### src/rtl/uart_pkg.sv
// Shared definitions for the UART transmit scheduler: byte width, the default stall limit,
// the FSM state encoding and the checksum fold helper.
package uart_pkg;

    localparam int UART_BYTE_W   = 8;
    localparam int STALL_MAX_DEF = 4096;

    typedef logic [2:0] state_t;

    localparam state_t S_IDLE    = 3'd0;
    localparam state_t S_LOAD    = 3'd1;
    localparam state_t S_START   = 3'd2;
    localparam state_t S_WAIT_HI = 3'd3;
    localparam state_t S_WAIT_LO = 3'd4;
    localparam state_t S_CSUM    = 3'd5;
    localparam state_t S_RELEASE = 3'd6;

    function automatic logic [UART_BYTE_W-1:0] csum_fold(input logic [UART_BYTE_W-1:0] acc,
                                                         input logic [UART_BYTE_W-1:0] b);
        return acc ^ b;
    endfunction

endpackage

### src/rtl/rr_arbiter.sv
// Combinational round-robin picker: grants the first requester at or after ptr_i, cyclically.
// Shared with the RX-side dispatcher.
module rr_arbiter #(
    parameter  int N  = 3,
    localparam int IW = $clog2(N)
) (
    input  logic [N-1:0]  req_i,
    input  logic [IW-1:0] ptr_i,
    output logic [N-1:0]  grant_o,
    output logic [IW-1:0] idx_o
);

    logic [IW:0]   sum_s;
    logic [IW-1:0] cand_s;
    logic          hit_s;
    logic          found_s;

    // scan N candidates starting at the pointer; the first hit wins
    always_comb begin
        grant_o = '0;
        idx_o   = '0;
        found_s = 1'b0;
        sum_s   = '0;
        cand_s  = '0;
        hit_s   = 1'b0;
        for (int k = 0; k < N; k++) begin
            sum_s   = {1'b0, ptr_i} + (IW+1)'(k);
            cand_s  = (sum_s >= (IW+1)'(N)) ? IW'(sum_s - (IW+1)'(N)) : sum_s[IW-1:0];
            hit_s   = !found_s && req_i[cand_s];
            grant_o[cand_s] = grant_o[cand_s] | hit_s;
            idx_o   = hit_s ? cand_s : idx_o;
            found_s = found_s | hit_s;
        end
    end

endmodule

### src/rtl/uart_tx_sched.sv
// Packet-level round-robin scheduler in front of a single UART TX core; a granted requester keeps
// the UART until its last byte is sent. Define UART_TX_SCHED_CSUM_EN to append an XOR checksum byte.
module uart_tx_sched
    import uart_pkg::*;
#(
    parameter int NUM_REQ   = 3,
    parameter int STALL_MAX = STALL_MAX_DEF
) (
    input  logic                           clk,
    input  logic                           rst_n,
    input  logic [NUM_REQ-1:0]             req_valid_i,
    input  logic [UART_BYTE_W*NUM_REQ-1:0] req_data_i,
    input  logic [NUM_REQ-1:0]             req_last_i,
    output logic [NUM_REQ-1:0]             req_ready_o,
    output logic [UART_BYTE_W-1:0]         tx_data_o,
    output logic                           tx_en_o,
    input  logic                           tx_busy_i,
    output logic [NUM_REQ-1:0]             grant_o,
    output logic                           active_o,
    output logic                           abort_o
);

    localparam int IW = $clog2(NUM_REQ);
    localparam int SW = $clog2(STALL_MAX);

    state_t                   state_q, state_d;
    logic [IW-1:0]            ptr_q, ptr_d;
    logic [IW-1:0]            gidx_q, gidx_d;
    logic [NUM_REQ-1:0]       grant_q, grant_d;
    logic                     active_q, active_d;
    logic [UART_BYTE_W-1:0]   tx_data_q, tx_data_d;
    logic                     tx_en_q, tx_en_d;
    logic [NUM_REQ-1:0]       ready_q, ready_d;
    logic                     abort_q, abort_d;
    logic                     last_q, last_d;
    logic [SW-1:0]            stall_q, stall_d;
    logic [NUM_REQ-1:0]       arb_grant_s;
    logic [IW-1:0]            arb_idx_s;
`ifdef UART_TX_SCHED_CSUM_EN
    logic [UART_BYTE_W-1:0]   csum_q, csum_d;
    logic                     csum_sent_q, csum_sent_d;
`endif

    rr_arbiter #(.N(NUM_REQ)) u_arb (
        .req_i   (req_valid_i),
        .ptr_i   (ptr_q),
        .grant_o (arb_grant_s),
        .idx_o   (arb_idx_s)
    );

    // next-state and output decode; pulses default low every cycle
    always_comb begin
        state_d   = state_q;
        ptr_d     = ptr_q;
        gidx_d    = gidx_q;
        grant_d   = grant_q;
        active_d  = active_q;
        tx_data_d = tx_data_q;
        tx_en_d   = 1'b0;
        ready_d   = '0;
        abort_d   = 1'b0;
        last_d    = last_q;
        stall_d   = stall_q;
`ifdef UART_TX_SCHED_CSUM_EN
        csum_d      = csum_q;
        csum_sent_d = csum_sent_q;
`endif
        case (state_q)
            S_IDLE: begin
                stall_d = '0;
`ifdef UART_TX_SCHED_CSUM_EN
                csum_d      = '0;
                csum_sent_d = 1'b0;
`endif
                if (|req_valid_i) begin
                    grant_d  = arb_grant_s;
                    gidx_d   = arb_idx_s;
                    active_d = 1'b1;
                    state_d  = S_LOAD;
                end else begin
                    state_d  = S_IDLE;
                end
            end
            S_LOAD: begin
                if (req_valid_i[gidx_q]) begin
                    ready_d[gidx_q] = 1'b1;
                    tx_data_d = req_data_i[{gidx_q, 3'b000} +: UART_BYTE_W];
                    last_d    = req_last_i[gidx_q];
                    stall_d   = '0;
`ifdef UART_TX_SCHED_CSUM_EN
                    csum_d    = csum_fold(csum_q, req_data_i[{gidx_q, 3'b000} +: UART_BYTE_W]);
`endif
                    state_d   = S_START;
                end else if (stall_q == SW'(STALL_MAX - 1)) begin
                    abort_d = 1'b1;
                    state_d = S_RELEASE;
                end else begin
                    stall_d = stall_q + SW'(1);
                end
            end
            S_START: begin
                // hold off the start pulse while the core still reports busy
                if (!tx_busy_i) begin
                    tx_en_d = 1'b1;
                    state_d = S_WAIT_HI;
                end else begin
                    state_d = S_START;
                end
            end
            S_WAIT_HI: begin
                state_d = tx_busy_i ? S_WAIT_LO : S_WAIT_HI;
            end
            S_WAIT_LO: begin
                if (tx_busy_i) begin
                    state_d = S_WAIT_LO;
                end else if (last_q) begin
`ifdef UART_TX_SCHED_CSUM_EN
                    state_d = csum_sent_q ? S_RELEASE : S_CSUM;
`else
                    state_d = S_RELEASE;
`endif
                end else begin
                    state_d = S_LOAD;
                end
            end
`ifdef UART_TX_SCHED_CSUM_EN
            S_CSUM: begin
                tx_data_d   = csum_q;
                csum_sent_d = 1'b1;
                state_d     = S_START;
            end
`endif
            S_RELEASE: begin
                ptr_d    = (gidx_q == IW'(NUM_REQ - 1)) ? '0 : gidx_q + IW'(1);
                grant_d  = '0;
                active_d = 1'b0;
                state_d  = S_IDLE;
            end
            default: begin
                grant_d  = '0;
                active_d = 1'b0;
                state_d  = S_IDLE;
            end
        endcase
    end

    // state and output registers
    always_ff @(posedge clk or negedge rst_n) begin
        if (!rst_n) begin
            state_q   <= S_IDLE;
            ptr_q     <= '0;
            gidx_q    <= '0;
            grant_q   <= '0;
            active_q  <= 1'b0;
            tx_data_q <= 8'h00;
            tx_en_q   <= 1'b0;
            ready_q   <= '0;
            abort_q   <= 1'b0;
            last_q    <= 1'b0;
            stall_q   <= '0;
`ifdef UART_TX_SCHED_CSUM_EN
            csum_q      <= 8'h00;
            csum_sent_q <= 1'b0;
`endif
        end else begin
            state_q   <= state_d;
            ptr_q     <= ptr_d;
            gidx_q    <= gidx_d;
            grant_q   <= grant_d;
            active_q  <= active_d;
            tx_data_q <= tx_data_d;
            tx_en_q   <= tx_en_d;
            ready_q   <= ready_d;
            abort_q   <= abort_d;
            last_q    <= last_d;
            stall_q   <= stall_d;
`ifdef UART_TX_SCHED_CSUM_EN
            csum_q      <= csum_d;
            csum_sent_q <= csum_sent_d;
`endif
        end
    end

    assign req_ready_o = ready_q;
    assign tx_data_o   = tx_data_q;
    assign tx_en_o     = tx_en_q;
    assign grant_o     = grant_q;
    assign active_o    = active_q;
    assign abort_o     = abort_q;

endmodule
### config.mk
export PLATFORM = sky130hd
export DESIGN_NAME = uart_tx_sched
export DESIGN_NICKNAME = d
export VERILOG_FILES = /design/src/rtl/uart_pkg.sv /design/src/rtl/rr_arbiter.sv /design/src/rtl/uart_tx_sched.sv
export SDC_FILE = /design/constraint.sdc
export NUM_CORES = 1
export LEC_CHECK = 0
export BUFFER_PORTS_ARGS = -buffer_cell sky130_fd_sc_hd__buf_2
export CAP_MARGIN = 10
export CORE_ASPECT_RATIO = 1.4
export CORE_UTILIZATION = 58
export CTS_CLUSTER_SIZE = 16
export DETAILED_ROUTE_END_ITERATION = 16
export PLACE_DENSITY = 0.85
export SYNTH_ARGS = -nofsm -noshare
export SYNTH_HDL_FRONTEND = slang
export SYNTH_SLANG_ARGS = --single-unit
### constraint.sdc
create_clock -name clk -period 6.1 [get_ports clk]
set_clock_uncertainty 0.2 [all_clocks]
set_input_delay 1.83 -clock clk [delete_from_list [all_inputs] [get_ports clk]]
set_output_delay 1.83 -clock clk [all_outputs]
set_load 0.03 [all_outputs]
* Word-level counts from Yosys, hierarchy flattened
Index checks and enable logic that the tools add are counted.
** Storage, ports and cells
- Output and inout port bits :: 17
- Logic and storage cells :: 117
- Input bits :: 33
- Register bits after elaboration :: 37
** Cells by class
- Eq/ne operators :: 10
- Reductions and logical operators :: 16
- Bitwise logic cells :: 6
- $lt $le $gt $ge :: 11
- Mux-type cells :: 55
- Add/sub/neg operators :: 7
- Shift-type cells :: 1
** Operators with widths (count)
- 12-bit two-way mux :: 2
- 3-bit two-way mux :: 8
- 12-bit one-hot mux with 2 select lines :: 1
- 24-bit by 6-bit indexed part select with 8-bit output :: 1
- 1-bit two-way mux :: 20
- 1-bit binary-select mux with 2-bit select :: 8
- 3-bit one-hot mux with 5 select lines :: 1
- 2-bit two-way mux :: 7
- 12-bit by 1-bit adder with 12-bit output, second input constant :: 1
- 12-bit == test, second input constant :: 1
- 2-bit by 3-bit < comparator with 1-bit output, second input constant :: 4
- 1-bit demux with 2-bit select :: 4
- 2-bit by 1-bit greater-or-equal comparator with 1-bit output, second input constant :: 4
- 2-bit AND reduction :: 4
- 3-bit bitwise mux :: 2
- 3-bit by 2-bit == test with 1-bit output, second input constant :: 2
- 3-bit == test, second input constant :: 2
- 3-bit by 2-bit greater-or-equal comparator with 1-bit output, second input constant :: 2
- 1-bit logical AND :: 6
- 3-bit != test, second input constant :: 2
- 3-bit one-hot mux with 2 select lines :: 1
- 2-bit subtractor, second input constant :: 3
- 1-bit bitwise OR :: 4
- 4-bit OR reduction :: 1
- 14 further kinds :: 15

* Longest topological paths before layout
Gate-level depths: netlist (run 1).
- Depth in word-level cells :: 17
- Gate-level depth with buffers :: 7
- Depth with buffers taken out :: 7

* Modules after synthesis
From an unflattened synthesis (run 1), not the netlist that was laid out.
** Unflattened totals
- Cells, all modules :: 240
- Area total of the unflattened synthesis :: 2378.5 µm²
** Modules (own cells, without submodules)
- uart_tx_sched :: times used 1, cells an instance 188, area an instance 2024.4 µm², seq. area each 925.9 µm²
- rr_arbiter :: times used 1, cells an instance 52, area an instance 354.1 µm², seq. area each 0.0 µm²

* Least setup slack after synthesis (run 1)
OpenSTA, ideal clock, no wires.
- Path type :: input to register
- Start :: input req_valid_i[2]
- End :: register stall_q[11]
- Data arrival time :: 2888 ps
- Required time :: 5763 ps
- Library setup time :: 137 ps
- Slack :: 2875 ps
- Stages :: 6
- Path buffers :: 1
- Path through :: buf_2 > mux2i_1 > o221ai_1 > o2111ai_1 > xor2_1 > nor2_1
** Between the ends
- Cells in the longest elaborated chain, start to end :: 4
** RTL lines
- start, declared :: RTL line uart_tx_sched.sv:11 : input logic [NUM_REQ-1:0] req_valid_i,
- 1-bit binary-select mux with 2-bit select (*) :: RTL line uart_tx_sched.sv:85 : if (req_valid_i[gidx_q]) begin
- 1-bit two-way mux (implied by the code) (*) :: RTL line uart_tx_sched.sv:85
- 12-bit two-way mux or 3-bit != test (tied branches)
- 12-bit one-hot mux with 2 select lines or 2-bit AND reduction (tied branches)
- end signal, assigned :: RTL line uart_tx_sched.sv:176 : stall_q <= stall_d;
- end, declared :: RTL line uart_tx_sched.sv:36 : logic [SW-1:0] stall_q, stall_d;
Every way passes the cells marked *; elsewhere a longest branch is shown, timed or not. The select of a mux whose other input is x is not followed.
A chain may end at the register's enable or synchronous reset.

* Final worst setup path (run 1)
- Start :: input req_valid_i[2]
- End :: register stall_q[10]
Same word-level chain as after synthesis.

==> results.py, run 1 <==
metrics = {
    "final_layout": {
        "final_util": 0.697,
        "num_antenna_cells": 0,
        "fin_cells": 340,
        "final_stage_net_count": 335,
        "areaGrowthSynthToFinish_pct": 14.0,
        "n_fill_cell": 309,
        "share_of_layout_cells_above_drive_strength_1": 0.215,
    },
    "setup_path": {
        "critPathMaxFanout": 10,
        "crit-reg2reg-capture": "last_q",
        "cp.required_ns": 6.05,
        "launch_point_of_the_worst_path": "req_valid_i[2]",
        "timing.reg2reg.worst_path_depth": 4,
        "r2r_slack_ns": 3.80,
        "r2r_start": "gidx_q[0]",
        "crit_path_end_kind": "flop",
        "timing.critical_path.from_type": "input pin",
        "path_class": "input pin to flop",
        "critical_path_arrival_ns": 3.12,
    },
    "pwr": {
        "switchingPower_uw": 542,
        "ir_drop_mv": 0.299,
        "net_switching_fraction_of_the_power": 0.464,
        "seqPwrFrac": 0.361,
        "power.density_nw_per_um2": 453,
        "power_leakage_uw": 0.00117,
        "power_report.internal_total_uw": 627,
        "clock_power_share": 0.143,
        "share_comb_of_total_power": 0.496,
    },
    "cts": {
        "post_cts.repair.setup_buffers": 0,
        "tritoncts_clock_tree": "built",
        "cts_max_path_buffers": 2,
        "cts-root-buf": "sky130_fd_sc_hd__clkbuf_8",
        "number_of_h_tree_branching_levels": 2,
        "cts.reportedPaths.clkPinSlew_ns": 0.07,
        "clock_latency_ns": 0.29,
        "hold_buffers": 0,
        "post_cts_gate_resize_count": 0,
        "clkSinkCount": 37,
        "tritoncts.num_buffers": 5,
    },
    "die": {
        "die_width_um": 54.8,
        "chipHeight_um": 76.0,
        "area_of_the_die_um2": 4160,
        "rows": 26,
        "design.portCount": 50,
        "core_area_um2": 3710,
        "initial_utilization": 0.611,
    },
    "routing": {
        "detailroute.via_count": 1986,
        "drt_iter0_markers": 54,
        "antenna_nets_post_route": 0,
        "post-route-drc-count": 0,
        "dr.pass1.iters": 4,
        "route.detailed.vias_per_inst": 5.84,
        "drt-wirelength-per-cell_um": 13.8,
        "wirelength_mm": 4.71,
    },
    "worst_hold_path": {
        "worstHoldPathCells": 2,
        "worst_hold_startpoint": "tx_data_o[3]",
        "hp-class": "flop to flop",
        "hold_end": "tx_data_o[3]",
    },
    "global_routing": {
        "grt_start_max_net_pins": 38,
        "grt_antenna_before_repair": 0,
        "grt_pass1_vias": 1791,
        "grt_pass1_wl_mm": 8.03,
        "grt.total_usage": 0.256,
        "globalRouteOverflowTotal": 0,
    },
    "synthesis": {
        "synth-edff-count": 0,
        "synth_seq_area_share": 0.409,
        "post_synth_instance_area_um2": 2270,
        "synth-main-ff-cell": "sky130_fd_sc_hd__dfrtp_1",
        "synthTopCellsByCount": "37 x sky130_fd_sc_hd__dfrtp_1, 30 x sky130_fd_sc_hd__nor2_1, 29 x sky130_fd_sc_hd__nand2_1",
        "post_synth_main_area_contributors": "sky130_fd_sc_hd__dfrtp_1 41%, sky130_fd_sc_hd__mux2i_1 5.7%, sky130_fd_sc_hd__nor2_1 5.0%, sky130_fd_sc_hd__a21oi_1 4.9%, sky130_fd_sc_hd__nand2_1 4.8%",
        "synth_fp_nets": 294,
        "yosysTopAreaCellShare": 0.409,
        "yosys_register_bits": 37,
        "synthArstFlopShare": 1.00,
        "synth_area_per_cell_um2": 8.82,
        "synth_cell_types": 55,
        "syn-instance-count": 257,
        "synthDominantAreaCellType": "sky130_fd_sc_hd__dfrtp_1",
        "yosys.cell_count.top_type": "sky130_fd_sc_hd__dfrtp_1",
        "yosysWarningCount": 0,
    },
    "timing": {
        "slew_headroom": 0.453,
        "layout_worst_path_cycle_share": 0.519,
        "max_slew.worst_pin.slew_ns": 0.821,
        "setup_viol_count_final": 0,
        "maxSlewViolCount": 0,
        "setup_tns_ns": 0,
        "rsz0062_at_grt": "no",
        "hold_violations": 0,
        "final_period_minus_worst_setup_slack_ns": 3.17,
        "fmaxAchievable_ghz": 0.316,
    },
    "place": {
        "dp_cells": 333,
        "gp_congestion": 0.802,
        "portBuffers": 49,
        "hpwlAfterDp_mm": 3.49,
    },
    "flow_run": {
        "maxCapViolations": 0,
    },
    "status": {
        "outcome": "finished clean",
    },
}
==> state kept, by name (all words and copies together) (netlist names) <==
signal,cells
state_q,3
abort_o,1
stall_q,12
tx_data_o,8
last_q,1
ptr_q,2
req_ready_o,3
gidx_q,2
active_o,1
tx_en_o,1
grant_o,3
==> area by class of cell <==
type                    count  area (µm²)  area share
clock buffers               7        86.3      0.0334
flip-flops and latches     37         926       0.358
repair buffers             49         245      0.0949
multi-input cells         200        1250       0.486
well taps                  42        52.6      0.0203
inverters                   5        18.8     0.00726
==> routing by layer <==
layer,wire length [µm],GRT usage
met1,2010,0.321
met2,2510,0.422
met3,148,0.0622
met4,31,0.0641
met5,0,0
==> critical path: stages <==
cell	delay [ns]
sky130_fd_sc_hd__buf_2	0.19
sky130_fd_sc_hd__mux2i_1	0.14
sky130_fd_sc_hd__o221ai_1	0.48
sky130_fd_sc_hd__o211ai_1	0.18
sky130_fd_sc_hd__o22a_1	0.18
sky130_fd_sc_hd__nor2b_1	0.12
==> layout by cell type (no fill, tap or decap), types with 2 or more instances in the layout <==
master	synthesis	final
sky130_fd_sc_hd__dfrtp_1	37	37
sky130_fd_sc_hd__buf_2	5	49
sky130_fd_sc_hd__nor4_1	3	3
sky130_fd_sc_hd__nor2b_1	4	4
sky130_fd_sc_hd__o31ai_1	3	3
sky130_fd_sc_hd__xor2_1	3	3
sky130_fd_sc_hd__nand2b_1	2	2
sky130_fd_sc_hd__nor3_1	5	5
sky130_fd_sc_hd__ha_1	4	4
sky130_fd_sc_hd__nand3_1	5	5
sky130_fd_sc_hd__nand2_1	29	29
sky130_fd_sc_hd__clkbuf_8	0	6
sky130_fd_sc_hd__inv_1	5	5
sky130_fd_sc_hd__nor2_1	30	30
sky130_fd_sc_hd__mux2i_1	13	13
sky130_fd_sc_hd__a31oi_1	5	5
sky130_fd_sc_hd__nand3b_1	2	2
sky130_fd_sc_hd__nand4_1	5	5
sky130_fd_sc_hd__nor3b_1	3	3
sky130_fd_sc_hd__a21oi_1	22	22
sky130_fd_sc_hd__o21ai_1	14	14
sky130_fd_sc_hd__xnor2_1	4	4
sky130_fd_sc_hd__o211ai_1	4	4
sky130_fd_sc_hd__o21ai_0	10	10
==> logic make-up (layout without fill, tap and decap cells) <==
family,count (synthesis),in the layout,share of synthesized area
flops,37,37,0.409
compound gates,73,73,0.209
buf+inv,20,61,0.0375
xor+xnor,7,7,0.0271
simple gates,102,102,0.234
mux,14,14,0.0624
fa+ha+maj,4,4,0.0221
==> how the worst max path moves through the flow <==
stage / depth (start not counted) / end / slack [ns]
final: 6 / stall_q[10] / 2.93
after global routing: 6 / stall_q[10] / 2.78
after CTS: 6 / stall_q[10] / 2.97
after detailed placement: 6 / stall_q[10] / 2.67
after global placement: 6 / stall_q[10] / 2.67
after floorplan: 6 / stall_q[11] / 2.87
==> through the flow <==
stage / instance area, µm² / total power (µW) / setup slack [ns] / hold WS (ns)
final: 2580 / 1170 / 2.93 / 0.287
after floorplan: 2270 / 877 / 2.87 / 0.275
after global placement: 2500 / 993 / 2.67 / 0.258
after global routing: 2580 / 1270 / 2.78 / 0.312
after CTS: 2580 / 1170 / 2.97 / 0.287
after detailed placement: 2500 / 1010 / 2.67 / 0.272
==> power groups by stage <==
stage / Combinational, µW / Sequential [µW] / Clock, µW
final: 580 / 422 / 167
after global routing: 648 / 440 / 183
after CTS: 580 / 422 / 171
after detailed placement: 581 / 426 / 0
after global placement: 570 / 423 / 0
after floorplan: 431 / 446 / 0
No activity file was read; power rests on OpenSTA's default activity.
==> inputs of run 2 (changes only) <==
- CORE_UTILIZATION: 58 -> 49
- PLACE_DENSITY: 0.85 -> 0.76
- clock period: 6.1 -> 2.7 ns (I/O delays scaled with it)
==> run 2 against run 1 <==
  * Non-clock buffer count increased by 5
  * Cell count grew 7.1%
  * Via count rose by 1.7%
  * First-iteration DRC count grew 22%
  * Critical path type is now flop to flop
==> results.py, run 2 (same netlist as run 1, synthesis figures left out) <==
metrics = {
    "setup_path": {
        "timing.critical_path.cells": "mux2i_1, o221ai_1, o2111ai_1, xor2_1, nor2_1",
        "crit-reg2reg-capture": "stall_q[11]",
        "critical_path_arrival_ns": 2.20,
        "r2r_slack_ns": 0.48,
        "critPathMaxFanout": 18,
        "crit_path_end_kind": "flop",
        "cp.required_ns": 2.68,
        "timing.critical_path.from_type": "flop",
        "cp_num_buf_inv": 0,
        "crit_slowest_cell": "sky130_fd_sc_hd__dfrtp_1",
        "cpPeakStageDelay_ns": 0.73,
        "timing.reg2reg.worst_path_depth": 5,
        "cpLargestDelayFamily": "flip-flops",
        "path_class": "flop to flop",
        "cp_num_cells": 5,
        "r2r_start": "gidx_q[1]",
    },
    "die": {
        "initial_utilization": 0.522,
        "design.portCount": 50,
        "chipHeight_um": 82.5,
        "rows": 28,
        "area_of_the_die_um2": 4900,
        "core_area_um2": 4340,
        "die_width_um": 59.5,
    },
    "final_layout": {
        "top_register": "stall_q",
        "areaGrowthSynthToFinish_pct": 18.0,
        "multiInputGateArea_um2": 1250,
        "layout.cells.most_common": "sky130_fd_sc_hd__buf_2",
        "top_library_cells_by_usage_in_the_layout_fill_and_taps_aside": "49 x sky130_fd_sc_hd__buf_2, 37 x sky130_fd_sc_hd__dfrtp_1, 30 x sky130_fd_sc_hd__nor2_1",
        "num_antenna_cells": 0,
        "finalInstanceArea_um2": 2670,
        "final_stage_net_count": 340,
        "n_fill_cell": 425,
        "share_of_layout_cells_above_drive_strength_1": 0.230,
        "flip_flop_count_of_the_largest_register_after_layout": 12,
        "sequential_cell_area_um2": 926,
    },
    "global_routing": {
        "grt_pass1_wl_mm": 8.57,
        "grt.total_usage": 0.232,
        "globalRouteOverflowTotal": 0,
        "grt_antenna_before_repair": 0,
        "grt_start_max_net_pins": 24,
        "grt_pass1_vias": 1882,
    },
    "routing": {
        "wirelength_mm": 5.01,
        "post-route-drc-count": 0,
        "route.detailed.vias_per_inst": 5.55,
        "drt-wirelength-per-cell_um": 13.8,
        "drt_iter0_markers": 66,
        "antenna_nets_post_route": 0,
        "dr.pass1.iters": 4,
        "detailroute.via_count": 2020,
    },
    "cts": {
        "number_of_h_tree_branching_levels": 2,
        "tritoncts.num_buffers": 5,
        "clkSinkCount": 37,
        "cts-root-buf": "sky130_fd_sc_hd__clkbuf_8",
        "clock_latency_ns": 0.29,
        "cts_max_path_buffers": 2,
        "post_cts_gate_resize_count": 0,
        "cts.reportedPaths.clkPinSlew_ns": 0.07,
        "tritoncts_clock_tree": "built",
        "hold_buffers": 0,
        "post_cts.repair.setup_buffers": 0,
    },
    "timing": {
        "maxSlewViolCount": 0,
        "hold_violations": 0,
        "layout_worst_path_cycle_share": 0.821,
        "setup_viol_count_final": 0,
        "slew_headroom": 0.551,
        "hold_slack_ns": 0.282,
        "final_period_minus_worst_setup_slack_ns": 2.22,
        "rsz0062_at_grt": "no",
        "max_slew.worst_pin.slew_ns": 0.671,
        "fmaxAchievable_ghz": 0.451,
        "setup_tns_ns": 0,
    },
    "worst_hold_path": {
        "hp-class": "input pin to asynchronous set/reset pin",
    },
    "pwr": {
        "finalPower_uw": 2800,
        "switchingPower_uw": 1260,
        "share_comb_of_total_power": 0.502,
        "clock_power_share": 0.175,
        "power_leakage_uw": 0.00121,
        "ir_drop_mv": 0.527,
        "seqPwrFrac": 0.323,
        "power.density_nw_per_um2": 1050,
        "power_report.internal_total_uw": 1550,
        "net_switching_fraction_of_the_power": 0.448,
    },
    "status": {
        "outcome": "finished clean",
    },
    "place": {
        "hpwlAfterDp_mm": 3.73,
        "portBuffers": 49,
        "gp_congestion": 0.872,
        "placed_area_um2": 2560,
    },
    "flow_run": {
        "maxCapViolations": 0,
    },
}
==> run 2: how the worst max path moves through the flow <==
stage / startpoint / to / slack (ns)
floorplan: req_valid_i[2] / stall_q[11] / 0.49
CTS: ptr_q[0] / gidx_q[0] / 0.51
finish: gidx_q[1] / stall_q[11] / 0.48
detailed placement: req_valid_i[2] / stall_q[10] / 0.35
global placement: req_valid_i[2] / stall_q[10] / 0.37
global route: gidx_q[1] / stall_q[11] / 0.28
==> run 2: layer usage <==
layer | share of wire | GRT usage | wire [µm] | vias to the layer above
li1 | - | - | - | 1018
met1 | 0.42 | 0.275 | 2110 | 954
met2 | 0.53 | 0.396 | 2670 | 37
met3 | 0.024 | 0.0436 | 120 | 11
met4 | 0.023 | 0.114 | 114 | 0
met5 | 0 | 0 | 0 | -
==> run 2: power groups by stage <==
| stage | Clock (µW) | Sequential (µW) | Combinational [µW] |
|---|---|---|---|
| 6_report | 491 | 906 | 1410 |
| 5_1_grt | 530 | 942 | 1570 |
| 4_1_cts | 503 | 908 | 1410 |
| 3_5_place_dp | 0 | 917 | 1410 |
| 3_3_place_gp | 0 | 912 | 1390 |
| 2_1_floorplan | 0 | 1010 | 974 |
==> run 2: per-stage QoR <==
stage                util  cells  setup slack, ns
finish              0.615    364            0.483
floorplan               -    257            0.495
global placement    0.589    356            0.366
detailed placement  0.589    356            0.348
global route        0.615    364            0.281
CTS                 0.615    364            0.510
==> run 2: area by class of cell <==
class                   instances  share of cell area
multi-input cells             200               0.469
flip-flops and latches         37               0.346
repair buffers                 54               0.106
clock buffers                   7              0.0323
well taps                      60              0.0281
clock inverters                 1              0.0112
inverters                       5             0.00702
